## config.mk

```make
export PLATFORM = sky130hd
export DESIGN_NAME = wallace_mult_pipe
export DESIGN_NICKNAME = d
export VERILOG_FILES = /design/src/rtl/mult_pkg.sv /design/src/rtl/csa_3to2.sv /design/src/rtl/wallace_mult_pipe.sv
export SDC_FILE = /design/constraint.sdc
export NUM_CORES = 1
export LEC_CHECK = 0
export BUFFER_PORTS_ARGS = -buffer_cell sky130_fd_sc_hd__buf_2
export CORE_MARGIN = 5
export CORE_UTILIZATION = 46
export CTS_BUF_LIST = sky130_fd_sc_hd__clkbuf_2
export DETAILED_ROUTE_END_ITERATION = 8
export PLACE_DENSITY = 0.66
export SLEW_MARGIN = 30
export SYNTH_ARGS = -nofsm -noshare
export SYNTH_HDL_FRONTEND = slang
export SYNTH_SLANG_ARGS = --single-unit
export TNS_END_PERCENT = 30
```

## constraint.sdc

```tcl
create_clock -name clk -period 3.8 [get_ports clk]
set_input_delay 0.95 -clock clk [delete_from_list [all_inputs] [get_ports clk]]
set_output_delay 0.95 -clock clk [all_outputs]
set_load 0.02 [all_outputs]
```

## src/rtl/mult_pkg.sv

```systemverilog
// Shared constants and tree-sizing helpers for the pipelined Wallace multiplier.
package mult_pkg;

  localparam int DEFAULT_WIDTH = 8;
  localparam int MULT_LATENCY  = 3;

  // Rows entering reduction level 'level': WIDTH partial-product rows plus one correction row.
  function automatic int tree_rows(input int width, input int level);
    int rows;
    rows = width + 1;
    for (int l = 0; l < level; l++) begin
      if (rows > 2) rows = 2 * (rows / 3) + (rows % 3);
    end
    return rows;
  endfunction

  function automatic int wallace_levels(input int width);
    int rows;
    int lv;
    rows = width + 1;
    lv   = 0;
    while (rows > 2) begin
      rows = 2 * (rows / 3) + (rows % 3);
      lv++;
    end
    return lv;
  endfunction

endpackage

```

## src/rtl/csa_3to2.sv

```systemverilog
// Row of 3:2 compressors; the carry row comes out already weighted (shifted left by one).
module csa_3to2 #(
  parameter int BITS = 16
) (
  input  logic [BITS-1:0] a,
  input  logic [BITS-1:0] b,
  input  logic [BITS-1:0] c,
  output logic [BITS-1:0] sum,
  output logic [BITS-1:0] carry
);

  assign sum = a ^ b ^ c;

  // The carry out of the top bit falls outside the product width and is dropped.
  assign carry = {((a[BITS-2:0] & b[BITS-2:0]) |
                   (a[BITS-2:0] & c[BITS-2:0]) |
                   (b[BITS-2:0] & c[BITS-2:0])), 1'b0};

endmodule

```

## src/rtl/wallace_mult_pipe.sv

```systemverilog
// Three-stage signed/unsigned multiplier: operand regs, Baugh-Wooley Wallace tree, final add.
module wallace_mult_pipe
  import mult_pkg::*;
#(
  parameter int WIDTH     = DEFAULT_WIDTH,
  parameter bit SIGNED_EN = 1'b1
) (
  input  logic               clk,
  input  logic               rst,
  input  logic               in_valid,
  output logic               in_ready,
  input  logic [WIDTH-1:0]   m,
  input  logic [WIDTH-1:0]   n,
  input  logic               is_signed,
  output logic               out_valid,
  input  logic               out_ready,
  output logic [2*WIDTH-1:0] p
);

  localparam int PW     = 2 * WIDTH;
  localparam int ROWS   = WIDTH + 1;
  localparam int LEVELS = wallace_levels(WIDTH);

  logic             stall;
  logic             v1;
  logic             v2;
  logic [WIDTH-1:0] m1;
  logic [WIDTH-1:0] n1;
  logic             sg1;
  logic [PW-1:0]    sum2;
  logic [PW-1:0]    cry2;

  logic [PW-1:0] pp_rows [ROWS];
  logic [PW-1:0] tree [LEVELS+1][ROWS];

  assign stall    = out_valid & ~out_ready;
  assign in_ready = ~stall;

  // Baugh-Wooley: in signed mode the MSB row and MSB column are inverted (corner bit kept),
  // and the extra row adds 2^WIDTH + 2^(2*WIDTH-1).
  always_comb begin
    for (int i = 0; i < ROWS; i++) pp_rows[i] = '0;
    for (int i = 0; i < WIDTH; i++) begin
      for (int j = 0; j < WIDTH; j++) begin
        pp_rows[i][i+j] = (m1[j] & n1[i]) ^ (sg1 & ((i == WIDTH-1) != (j == WIDTH-1)));
      end
    end
    if (sg1) begin
      pp_rows[WIDTH][WIDTH]  = 1'b1;
      pp_rows[WIDTH][PW-1]   = 1'b1;
    end
  end

  generate
    for (genvar r = 0; r < ROWS; r++) begin : g_l0
      assign tree[0][r] = pp_rows[r];
    end

    for (genvar l = 0; l < LEVELS; l++) begin : g_lvl
      localparam int R  = tree_rows(WIDTH, l);
      localparam int G  = R / 3;
      localparam int RN = 2 * G + (R % 3);

      for (genvar g = 0; g < G; g++) begin : g_csa
        csa_3to2 #(.BITS(PW)) u_csa (
          .a     (tree[l][3*g]),
          .b     (tree[l][3*g+1]),
          .c     (tree[l][3*g+2]),
          .sum   (tree[l+1][2*g]),
          .carry (tree[l+1][2*g+1])
        );
      end

      for (genvar k = 0; k < (R % 3); k++) begin : g_pass
        assign tree[l+1][2*G+k] = tree[l][3*G+k];
      end

      for (genvar z = RN; z < ROWS; z++) begin : g_zero
        assign tree[l+1][z] = '0;
      end
    end
  endgenerate

  // Every stage advances together; a stall freezes the whole pipe.
  always_ff @(posedge clk or posedge rst) begin
    if (rst) begin
      v1        <= 1'b0;
      m1        <= '0;
      n1        <= '0;
      sg1       <= 1'b0;
      v2        <= 1'b0;
      sum2      <= '0;
      cry2      <= '0;
      out_valid <= 1'b0;
      p         <= '0;
    end else if (!stall) begin
      v1 <= in_valid;
      if (in_valid) begin
        m1  <= m;
        n1  <= n;
        sg1 <= SIGNED_EN ? is_signed : 1'b0;
      end
      v2 <= v1;
      if (v1) begin
        sum2 <= tree[LEVELS][0];
        cry2 <= tree[LEVELS][1];
      end
      out_valid <= v2;
      if (v2) p <= sum2 + cry2;
    end
  end

endmodule

```

Word level (Yosys, flattened, before mapping)
Cells that the tools add are included.
- memories: 0
- ROM bits: 0
- bits in latches: 0
- output and inout bits: 18
- memory bits (writable): 0
- register bits: 67
- word-level logic and storage cells: 144
- reduce and logical (&&, ||, !) cells: 3
- multiplexer cells: 1
- eq/ne operators: 0
- bitwise gates (word level): 130
- order comparisons: 0
- divide/modulo/power cells: 0
- add/subtract/negate cells: 1
- shifts and indexed selects: 0
- $mul: 0
- operators with widths (kind ; count):
    OR 15 bit ; 14
    bitwise AND 15 bit ; 12
    XOR 16 bit ; 9
    bitwise AND 1 bit ; 65
    adder 16 bit ; 1
    XOR 16 x 10 -> 16 bit ; 1
    XOR 16 x 13 -> 16 bit ; 1
    bitwise AND 14 x 15 -> 15 bit ; 1
    bitwise AND 15 x 9 -> 15 bit ; 1
    XOR 14 x 15 -> 15 bit ; 1
    bitwise AND 14 x 9 -> 14 bit ; 1
    XOR 1 bit ; 14
    bitwise AND 11 x 13 -> 13 bit ; 1
    bitwise AND 12 x 13 -> 13 bit ; 1
    bitwise AND 11 x 12 -> 12 bit ; 1
    XOR 11 x 12 -> 12 bit ; 1
    bitwise AND 8 x 10 -> 10 bit ; 1
    bitwise AND 9 x 10 -> 10 bit ; 1
    bitwise AND 8 x 9 -> 9 bit ; 1
    XOR 8 x 9 -> 9 bit ; 1
    AND reduction 2 bit ; 3
    inverter 1 bit ; 2
    2-to-1 mux 1 bit ; 1

Longest topological paths before layout
Gate-level depths: netlist of run 1.
- depth in word-level cells: 14
- mapped depth: 10
- depth with buffers taken out: 9

Modules after synthesis
Synthesis of run 1 repeated with hierarchy kept, for this count alone.
- cells, all modules: 481
- area, all modules: 6189.7 um^2
- modules (own cells, without submodules) (module ; cells each ; area each (um^2) ; instances ; seq. area each (um^2)):
    wallace_mult_pipe ; 355 ; 3842.4 ; 1 ; 1701.6
    csa_3to2 ; 18 ; 335.3 ; 7 ; 0.0

Worst setup path before layout of run 1
Ideal clock, no wire load.
- path type: flip-flop to flip-flop
- from: register n1[5]
- to: register sum2[7]
- library setup time: 125 ps
- path slack: 766 ps
- cell stages (with the launch flop): 9
- arrival: 2909 ps
- clock period less this slack: 3034 ps
- path buffers: 0
- path through: dfrtp_1 -> and2_1 -> fa_1 -> inv_1 -> fa_1 -> inv_1 -> fa_1 -> fa_1 -> mux2_2
- word-level cells in the longest chain between the ends: 11
- elaborated cells on any way between the ends: 28
- ends and longest elaborated chain (item ; line ; text):
    start: declaration ; wallace_mult_pipe.sv:28 ; logic [WIDTH-1:0] n1;
    start signal: assignment ; wallace_mult_pipe.sv:100 ; n1 <= n;
    bitwise AND 1 bit ; wallace_mult_pipe.sv:45 ; pp_rows[i][i+j] = (m1[j] & n1[i]) ^ (sg1 & ((i == WIDTH-1) != (j == WIDTH-1)));
    bitwise AND 11 x 13 -> 13 bit ; csa_3to2.sv:16 ; (a[BITS-2:0] & c[BITS-2:0]) |
    OR 15 bit ; csa_3to2.sv:15 ; assign carry = {((a[BITS-2:0] & b[BITS-2:0]) |
    OR 15 bit ; csa_3to2.sv:16 ;
    XOR 16 bit (2 in a row) ; csa_3to2.sv:12 ; assign sum = a ^ b ^ c;
    bitwise AND 15 bit ; csa_3to2.sv:16 ;
    OR 15 bit ; csa_3to2.sv:15 ;
    OR 15 bit ; csa_3to2.sv:16 ;
    XOR 16 bit ; csa_3to2.sv:12 ;
    XOR 16 bit * ; csa_3to2.sv:12 ;
    via g_lvl[3].g_csa[0].u_csa.sum[7] ; csa_3to2.sv:8 ; output logic [BITS-1:0] sum,
    end signal: assignment ; wallace_mult_pipe.sv:105 ; sum2 <= tree[LEVELS][0];
    end: declaration ; wallace_mult_pipe.sv:30 ; logic [PW-1:0] sum2;
Mark *: on every way through the listed nets, which the timed path passes. The rest lies on a longest branch.
A chain may end at the register's enable or synchronous reset.

Worst setup path after layout of run 1
- from: register sg1
- to: register sum2[7]
- word-level cells in the longest chain between the ends: 9
- elaborated cells on any way between the ends: 14
- ends and longest elaborated chain (item ; line ; text):
    start: declaration ; wallace_mult_pipe.sv:29 ; logic sg1;
    start signal: assignment ; wallace_mult_pipe.sv:101 ; sg1 <= SIGNED_EN ? is_signed : 1'b0;
    XOR 1 bit ; wallace_mult_pipe.sv:45 ;
    XOR 8 x 9 -> 9 bit ; csa_3to2.sv:12 ;
    XOR 16 x 10 -> 16 bit ; csa_3to2.sv:12 ;
    XOR 16 bit (3 in a row) ; csa_3to2.sv:12 ;
    XOR 16 bit * (3 in a row) ; csa_3to2.sv:12 ;
    via g_lvl[3].g_csa[0].u_csa.sum[7] ; csa_3to2.sv:8 ;
Marked as above.

==> metrics, run 1 <==
outcome=complete, no violations; Site Rows=36; Ports=39; Critical Path RT=4.17 ns; pre-CTS setup slack=0.603 ns; maximum VDD drop=0.332 mV; min-delay worst type=reg2reg; met2 Use GR=0.236; Top FF cell, synth=dfrtp_1; fraction of layout cells with a size suffix above 1=0.245; die span in y=109 µm; number of diodes=0; Mapped Area=0.00447 mm²; Slew @ Worst Pin=0.650 ns; syn_area_per_cell=11.1 µm²; cts hold-fix bufs=0; starting density of the core=0.464; initial antenna violation count=0; per-cell routed wire length=13.8 µm; Worst R2R End=sum2[7]$_DFFE_PP0P_; Synth-to-Final Area Change=8.12%; total wire length=7920 µm; Reg2Reg Setup Slack=0.56 ns; DR iter-0 viols=87; DR vias/cell=4.86; Synthesized Nets=494; reg2reg start=sg1$_DFFE_PP0P_; fmax=0.309 GHz; vias in the first global route=2958; Routability Congestion=0.808; Max-Slew Margin vs Limit=0.565; clock power share=0.072; worst min-delay path startpoint=p[6]$_DFFE_PP0P_; Lkg Pwr=2.36 nW; Clock Latency Late Sink=0.49 ns; GRT Total Usage=0.151; Yosys cell types=38; # setup viols final=0; most common cell after layout, fill and taps aside=dfrtp_1; DR DRC count=0; final setup margin=0.563 ns; critical path arrival=3.61 ns; Hold Path Depth=2; YS warnings=0; most frequent cells in the layout=63 x dfrtp_1, 48 x mux2_2, 48 x nand2_1; fin util=0.501; antenna-violating nets left=0; final net count=528; Post-DP Area=0.00476 mm²; GR Util met3=0.0400; RSZ-0062 raised after global routing=no; first-pass GRT wire length=14000 µm; grt ovf=0; port bufs=38; max-slew violations=0; post-CTS resize count=0; Root Driver=clkbuf_2; Final min period=3.24 ns; detailed placer's ending HPWL=6230 µm; CTS tree=done; core region area=0.00964 mm²; clk sink count=63; Num CTS Buffers=9; Reg2Reg Depth=7; post-synthesis sequential area ratio=0.353; flops & latches, synth=63; grt met1 use=0.208; largest net degree at the start of global routing=53; CP Max Fanout=11; combinational power share=0.660; final critical-path share of the clock period=0.852; switching share of power=0.453; Worst Hold Endpoint=p[6]$_DFFE_PP0P_; WS Path Type=reg2reg; Int Pwr=2.41 mW; DIE AREA=0.0118 mm²; CTS H-tree depth=3; Power Density=913 mW/mm²; Gate Count Post-Synth=402; setup TNS=0 ns; CP endpoint kind=register; setup bufs post-CTS=0; Hold Fails Final Rpt=0; asr flop ratio synth=1.00; clock transition at the registers of the reported paths=0.17 ns; vias=2785; Die Wd=109 µm; clock tree buffer depth=2; EDFF count, synth=0; clock skew=0.0325 ns; GRT Max-Usage Layer=met2; Switching Power=2.00 mW; placed cells=558; TritonRoute pass-1 iters=4; Reg power frac=0.268; startpoint types=register; design area=0.00483 mm²; max-cap viol count=0; Final Non-Filler Cells=573
## cells in the mapped netlist, types with 2 or more instances
library cell	n	share of area
mux2_2	48	0.12
o211ai_1	6	0.010
xor2_1	7	0.014
and2_1	32	0.045
nor2_1	6	0.0050
fa_1	38	0.17
mux2i_1	2	0.0045
xnor2_1	13	0.025
and3_1	3	0.0042
nand2b_1	2	0.0028
inv_1	45	0.038
nor3_1	2	0.0022
a21o_1	2	0.0034
nand2_1	49	0.041
clkbuf_1	8	0.0067
a21oi_1	7	0.0078
ha_1	33	0.092
buf_6	2	0.0050
buf_2	6	0.0067
o311ai_1	2	0.0039
o21ai_0	10	0.011
dfrtp_1	63	0.35
## power groups by stage
stage	registers (mW)	logic, mW	clock network, mW
finish	1.18	2.91	0.318
global route	1.23	3.47	0.364
CTS	1.18	2.98	0.334
detailed placement	1.20	2.97	0
global placement	1.19	2.83	0
floorplan	1.20	2.21	0
## worst max-delay path by stage
stage	from	end	slack, ns
6_report	sg1$_DFFE_PP0P_	sum2[7]$_DFFE_PP0P_	0.56
5_1_grt	sg1$_DFFE_PP0P_	sum2[7]$_DFFE_PP0P_	0.47
3_5_place_dp	sg1$_DFFE_PP0P_	sum2[7]$_DFFE_PP0P_	0.60
2_1_floorplan	n1[5]$_DFFE_PP0P_	sum2[7]$_DFFE_PP0P_	0.77
4_1_cts	sg1$_DFFE_PP0P_	sum2[7]$_DFFE_PP0P_	0.57
3_3_place_gp	n1[5]$_DFFE_PP0P_	sum2[7]$_DFFE_PP0P_	0.66
## stage by stage
step | power (mW) | hold slack [ns]
2_1_floorplan | 3.41 | 0.444
3_5_place_dp | 4.17 | 0.465
3_3_place_gp | 4.02 | 0.459
5_1_grt | 5.06 | 0.511
6_report | 4.41 | 0.489
4_1_cts | 4.50 | 0.500
## final cells by class
type | instances | area [µm²]
fillers | 932 | 4810
multi-input cells | 277 | 2640
flip-flops and latches | 63 | 1580
repair buffers | 40 | 205
inverters | 45 | 171
well taps | 133 | 166
clock buffers | 10 | 50.0
clock inverters | 5 | 26.3
## critical path: stages, from the launching register on
cell and delay (ns):
dfrtp_1 0.69, xor2_1 0.22, fa_1 0.46, fa_1 0.49, inv_1 0.05, fa_1 0.48
fa_1 0.48, mux2_2 0.26
## sequential cells by signal (all words and copies together), names as in the netlist
signal and count:
m1 8, sg1 1, v2 1, sum2 16, v1 1, cry2 11
p 16, n1 8, out_valid 1
## cell families (layout without fill, tap and decap cells)
group,Yosys count,count (layout),synth area share
AO/OA/AOI/OAI,34,34,0.0481
multiplexers,50,50,0.125
AND/OR/NAND/NOR,102,102,0.114
buffers and inverters,62,100,0.0579
flip-flops,63,63,0.353
XOR/XNOR,20,20,0.0392
adder cells (fa/ha/maj),71,71,0.263
## metal layers
metal / part of all wire / routed length [µm] / vias to the layer above
met1: 0.48 / 3820 / 1367
met3: 0.040 / 315 / 9
met4: 0.013 / 102 / 0
li1: - / - / 1370
met5: 0 / 0 / -
met2: 0.46 / 3680 / 39
Power figures use the tool's default switching activity.
==> inputs of run 2 (changes only) <==
Settings changed: CAP_MARGIN set to 20, PLACE_DENSITY 0.66 to 0.65, SYNTH_HIERARCHICAL set to 1.
==> metrics, run 2 <==
Simple-Gate Fraction of Synth Area=0.0926; Synth Area in Compound Gates=0.0714; syn_area_per_cell=12.9 µm²; WS Path Type=reg2reg; CP Max Fanout=12; TritonRoute pass-1 iters=4; setup TNS=0 ns; most area-consuming cells after synthesis=fa_1 34%, dfrtp_1 27%, mux2_2 9.3%; clock transition at the registers of the reported paths=0.19 ns; fin util=0.524; vias in the first global route=4295; Top Registers=cry2 x16, p x16, sum2 x16; clock tree buffer depth=2; max-cap viol count=0; per-cell routed wire length=14.0 µm; final critical-path share of the clock period=0.909; XOR/XNOR Fraction of Synth Area=0.0637; DIE AREA=0.0159 mm²; final net count=735; largest net degree at the start of global routing=34; number of diodes=0; port bufs=38; Max-Slew Margin vs Limit=0.564; GRT Total Usage=0.150; Critical Path RT=4.21 ns; first-pass GRT wire length=19400 µm; outcome=complete, no violations; Layout fillers=1241; CP max stage cell=dfrtp_1; initial antenna violation count=0; post-CTS resize count=0; main combinational cell family by area after synthesis=adder cells; Num CTS Buffers=9; Synth-to-Final Area Change=12.2%; Top FF cell, synth=dfrtp_1; total wire length=10800 µm; mux cell area share after synthesis=0.0944; Hold Fails Final Rpt=0; Clock Latency Late Sink=0.52 ns; most common cell after layout, fill and taps aside=fa_1; count leader, synth=fa_1; largest area contributor in the netlist=fa_1; Gate Count Post-Synth=481; Mapped Area=0.00619 mm²; CTS H-tree depth=3; cts hold-fix bufs=0; DR iter-0 viols=93; Site Rows=42; setup bufs post-CTS=0; CTS tree=done; Post-Synth Adder-Cell Area=0.373; flops & latches, synth=68; Worst path top cell family by delay=adder cells; fmax=0.289 GHz; max-slew violations=0; Die Wd=126 µm; Final min period=3.45 ns; Root Driver=clkbuf_2; most frequent cells after synthesis=106 x fa_1, 68 x dfrtp_1, 51 x mux2_2, 50 x and2_1, 38 x nand2_1; critical path arrival=3.87 ns; fraction of layout cells with a size suffix above 1=0.204; RSZ-0062 raised after global routing=no; Slew @ Worst Pin=0.653 ns; post-synthesis sequential area ratio=0.275; area share of the largest cell type after synthesis=0.343; asr flop ratio synth=1.00; grt ovf=0; # setup viols final=0; antenna-violating nets left=0; most used cell, CP=fa_1; Routability Congestion=0.854; clock skew=0.0212 ns; YS warnings=6; CP endpoint kind=register; core region area=0.0132 mm²; clk sink count=68; startpoint types=register; DR DRC count=0; EDFF count, synth=0; Buf/Inv on CP=1; Max stage delay on crit path=0.73 ns; Reg2Reg Setup Slack=0.35 ns; most frequent cells in the layout=106 x fa_1, 85 x conb_1, 68 x dfrtp_1; die span in y=126 µm; Ports=39; DR vias/cell=4.86; detailed placer's ending HPWL=9020 µm; Yosys cell types=48; Hold Slack=0.484 ns; min-delay worst type=in2async; vias=3759; starting density of the core=0.467; crit-path cells=buf_4, xnor2_1, fa_1, fa_1, fa_1, fa_1, mux2_2
run 2: cell types whose count changed after synthesis, moves of 7 or more:
cell,change
a21oi_1,+7
and2_1,+18
conb_1,+8
fa_1,+68
ha_1,-18
inv_1,-36
nand2_1,-11
xor3_1,+7
run 2: metal layers:
| layer | global-route usage | part of all wire |
|---|---|---|
| met5 | 0 | 0 |
| met3 | 0.0330 | 0.030 |
| met1 | 0.176 | 0.40 |
| met4 | 0.0467 | 0.017 |
| met2 | 0.274 | 0.56 |
run 2: worst paths after layout:
check	to	cells past startpoint	start
min in group clk	p[6]$_DFFE_PP0P_	2	p[6]$_DFFE_PP0P_
min	sum2[4]$_DFFE_PP0P_	2	rst
max in group asynchronous	cry2[8]$_DFFE_PP0P_	3	rst
max	sum2[9]$_DFFE_PP0P_	7	sg1$_DFFE_PP0P_
max reg2reg	sum2[9]$_DFFE_PP0P_	7	sg1$_DFFE_PP0P_
min reg2reg	p[6]$_DFFE_PP0P_	2	p[6]$_DFFE_PP0P_
run 2: worst register-to-register path, delay by kind of cell (launching register included):
kind | cells | cell delay [ns]
buffers and inverters | 1 | 0.27
adder cells (fa/ha/maj) | 4 | 1.99
XOR/XNOR | 1 | 0.10
flip-flops | 1 | 0.73
multiplexers | 1 | 0.26
run 2: final cells by class:
type / count / area [µm²] / area share
Multi-Input combinational cell: 461 / 4620 / 0.666
Inverter: 9 / 33.8 / 0.00486
Tap cell: 176 / 220 / 0.0317
Sequential cell: 68 / 1700 / 0.245
Timing Repair Buffer: 44 / 235 / 0.0339
Clock inverter: 5 / 76.3 / 0.0110
Clock buffer: 11 / 55.1 / 0.00793
run 2: through the flow:
| step | cells | setup WS, ns | cell area, µm² |
|---|---|---|---|
| 6_report | 774 | 0.345 | 6940 |
| 5_1_grt | 774 | 0.173 | 6940 |
| 4_1_cts | 774 | 0.315 | 6940 |
| 3_5_place_dp | 758 | 0.364 | 6810 |
| 3_3_place_gp | 758 | 0.446 | 6810 |
| 2_1_floorplan | 558 | 0.437 | 6480 |
run 2: cells by family after synthesis:
logic type / Yosys count
other cells: 8
mux: 52
flops: 68
buf+inv: 29
compound gates: 61
xor+xnor: 33
fa+ha+maj: 121
simple gates: 109
Power of run 2 is not shown: default switching activity piles up to over one toggle a cycle in this logic, so the estimate is an artifact.
==> inputs of run 3 (changes only) <==
Settings changed: PLACE_DENSITY 0.65 to 0.68.
Clock period 3.8 ns to 2.85 ns, I/O delays scaled along.
==> metrics, run 3 (synthesized netlist as in run 2, its figures left out) <==
Slew @ Worst Pin=0.574 ns; CP endpoint kind=register; core region area=0.0132 mm²; startpoint types=register; RSZ-0062 raised after global routing=yes; Routability Congestion=0.796; combinational power share=0.761; Max-Slew Margin vs Limit=0.616; Site Rows=42; fin util=0.550; DR iter-0 viols=142; Final min period=3.13 ns; Die Wd=126 µm; GR Util met3=0.0292; clk sink count=68; largest net degree at the start of global routing=69; most frequent cells in the layout=93 x fa_1, 85 x conb_1, 52 x dfrtp_1; failing checks=negative setup slack; total wire length=11800 µm; Buf/Inv on CP=1; crit-path cells=buf_6, and2_1, fa_2, fa_2, fa_2, fa_1, mux2_2; GRT Max-Usage Layer=met2; grt ovf=0; grt met1 use=0.191; CTS H-tree depth=3; DIE AREA=0.0159 mm²; TritonRoute pass-1 iters=4; final setup margin=-0.281 ns; Num CTS Buffers=9; final net count=750; DR vias/cell=4.92; final critical-path share of the clock period=1.10; Root Driver=clkbuf_2; Hold Fails Final Rpt=0; Synth-to-Final Area Change=17.7%; fraction of layout cells with a size suffix above 1=0.312; outcome=complete, but fails checks; die span in y=126 µm; max-cap viol count=0; GRT Total Usage=0.164; Clock Latency Late Sink=0.56 ns; port bufs=38; Worst R2R End=sum2[8]$_DFFE_PP0P_; placed cells=762; Top Registers=cry2 x16, p x16, sum2 x16; Int Pwr=5.15 mW; CP Max Fanout=5; CP max stage cell=fa_2; CTS tree=done; reg2reg start=n1[4]$_DFFE_PP0P_; initial antenna violation count=0; clock transition at the registers of the reported paths=0.21 ns; cts hold-fix bufs=0; first-pass GRT wire length=20800 µm; DR DRC count=0; max-slew violations=0; number of diodes=0; min-delay worst type=in2async; Power Density=1300 mW/mm²; Reg power frac=0.189; clock power share=0.050; Max stage delay on crit path=0.57 ns; clock tree buffer depth=2; Post-DP Area=0.00694 mm²; Lkg Pwr=3.37 nW; Worst path top cell family by delay=adder cells; clock skew=0.0315 ns; Ports=39; design area=0.00728 mm²; Reg2Reg Setup Slack=-0.28 ns; vias=3879; switching share of power=0.454; maximum VDD drop=0.648 mV; antenna-violating nets left=0; met2 Use GR=0.307; most used cell, CP=fa_2; Switching Power=4.29 mW; vias in the first global route=4509; # setup viols final=26; per-cell routed wire length=15.0 µm; Reg2Reg Depth=7; Critical Path RT=3.31 ns; most common cell after layout, fill and taps aside=fa_1; WS Path Type=reg2reg; Final Non-Filler Cells=789; critical path arrival=3.59 ns; fmax=0.319 GHz; detailed placer's ending HPWL=9390 µm; starting density of the core=0.467
run 3: worst max-delay path by stage:
stage	from	end	slack (ns)	cells after the start
after floorplan	sg1$_DFFE_PP0P_	sum2[8]$_DFFE_PP0P_	-0.26	8
after global placement	sg1$_DFFE_PP0P_	sum2[9]$_DFFE_PP0P_	-0.35	7
after detailed placement	sg1$_DFFE_PP0P_	sum2[9]$_DFFE_PP0P_	-0.41	7
after CTS	sg1$_DFFE_PP0P_	sum2[11]$_DFFE_PP0P_	-0.30	7
after global routing	m1[0]$_DFFE_PP0P_	sum2[7]$_DFFE_PP0P_	-0.40	7
final	n1[4]$_DFFE_PP0P_	sum2[8]$_DFFE_PP0P_	-0.28	7
run 3: final cells by class:
| cell class | instances | area (µm²) |
|---|---|---|
| clock buffers | 9 | 45.0 |
| clock inverters | 7 | 43.8 |
| fillers | 1179 | 5960 |
| inverters | 9 | 33.8 |
| multi-input cells | 461 | 4830 |
| flip-flops and latches | 68 | 1720 |
| well taps | 176 | 220 |
| repair buffers | 59 | 390 |
run 3: through the flow:
step / power, mW / setup TNS (ns) / setup WS (ns) / hold WS, ns
finish: 9.44 / -4.89 / -0.281 / 0.199
global route: 10.7 / -7.15 / -0.396 / 0.184
CTS: 9.57 / -5.05 / -0.303 / 0.159
detailed placement: 8.94 / -7.97 / -0.411 / 0.474
global placement: 8.66 / -7.02 / -0.349 / 0.462
floorplan: 7.32 / -3.88 / -0.261 / 0.482
run 3: worst register-to-register path: stages, from the launching register on:
cell	delay [ns]
dfrtp_2	0.50
buf_6	0.15
and2_1	0.17
fa_2	0.57
fa_2	0.45
fa_2	0.54
fa_1	0.40
mux2_2	0.26
run 3: repair_timing:
action                                  in CTS  in global routing
endpoints found under the setup margin      26                 26
resized for setup                           47                 11
endpoints found under the hold margin        0                  0
buffers inserted                             9                  2
pin swaps                                   51                 23
run 3: power by group through the flow:
stage          sequential, mW  combinational, mW  clock, mW
6_report                 1.78               7.18      0.477
5_1_grt                  1.84               8.27      0.543
4_1_cts                  1.79               7.27      0.506
3_5_place_dp             1.82               7.12          0
3_3_place_gp             1.79               6.87          0
2_1_floorplan            1.82               5.50          0
run 3: layer usage:
| layer | vias up | routed length [µm] |
|---|---|---|
| met4 | 0 | 201 |
| met3 | 13 | 311 |
| met2 | 50 | 6720 |
| met1 | 2037 | 4620 |
| met5 | - | 0 |
| li1 | 1779 | - |
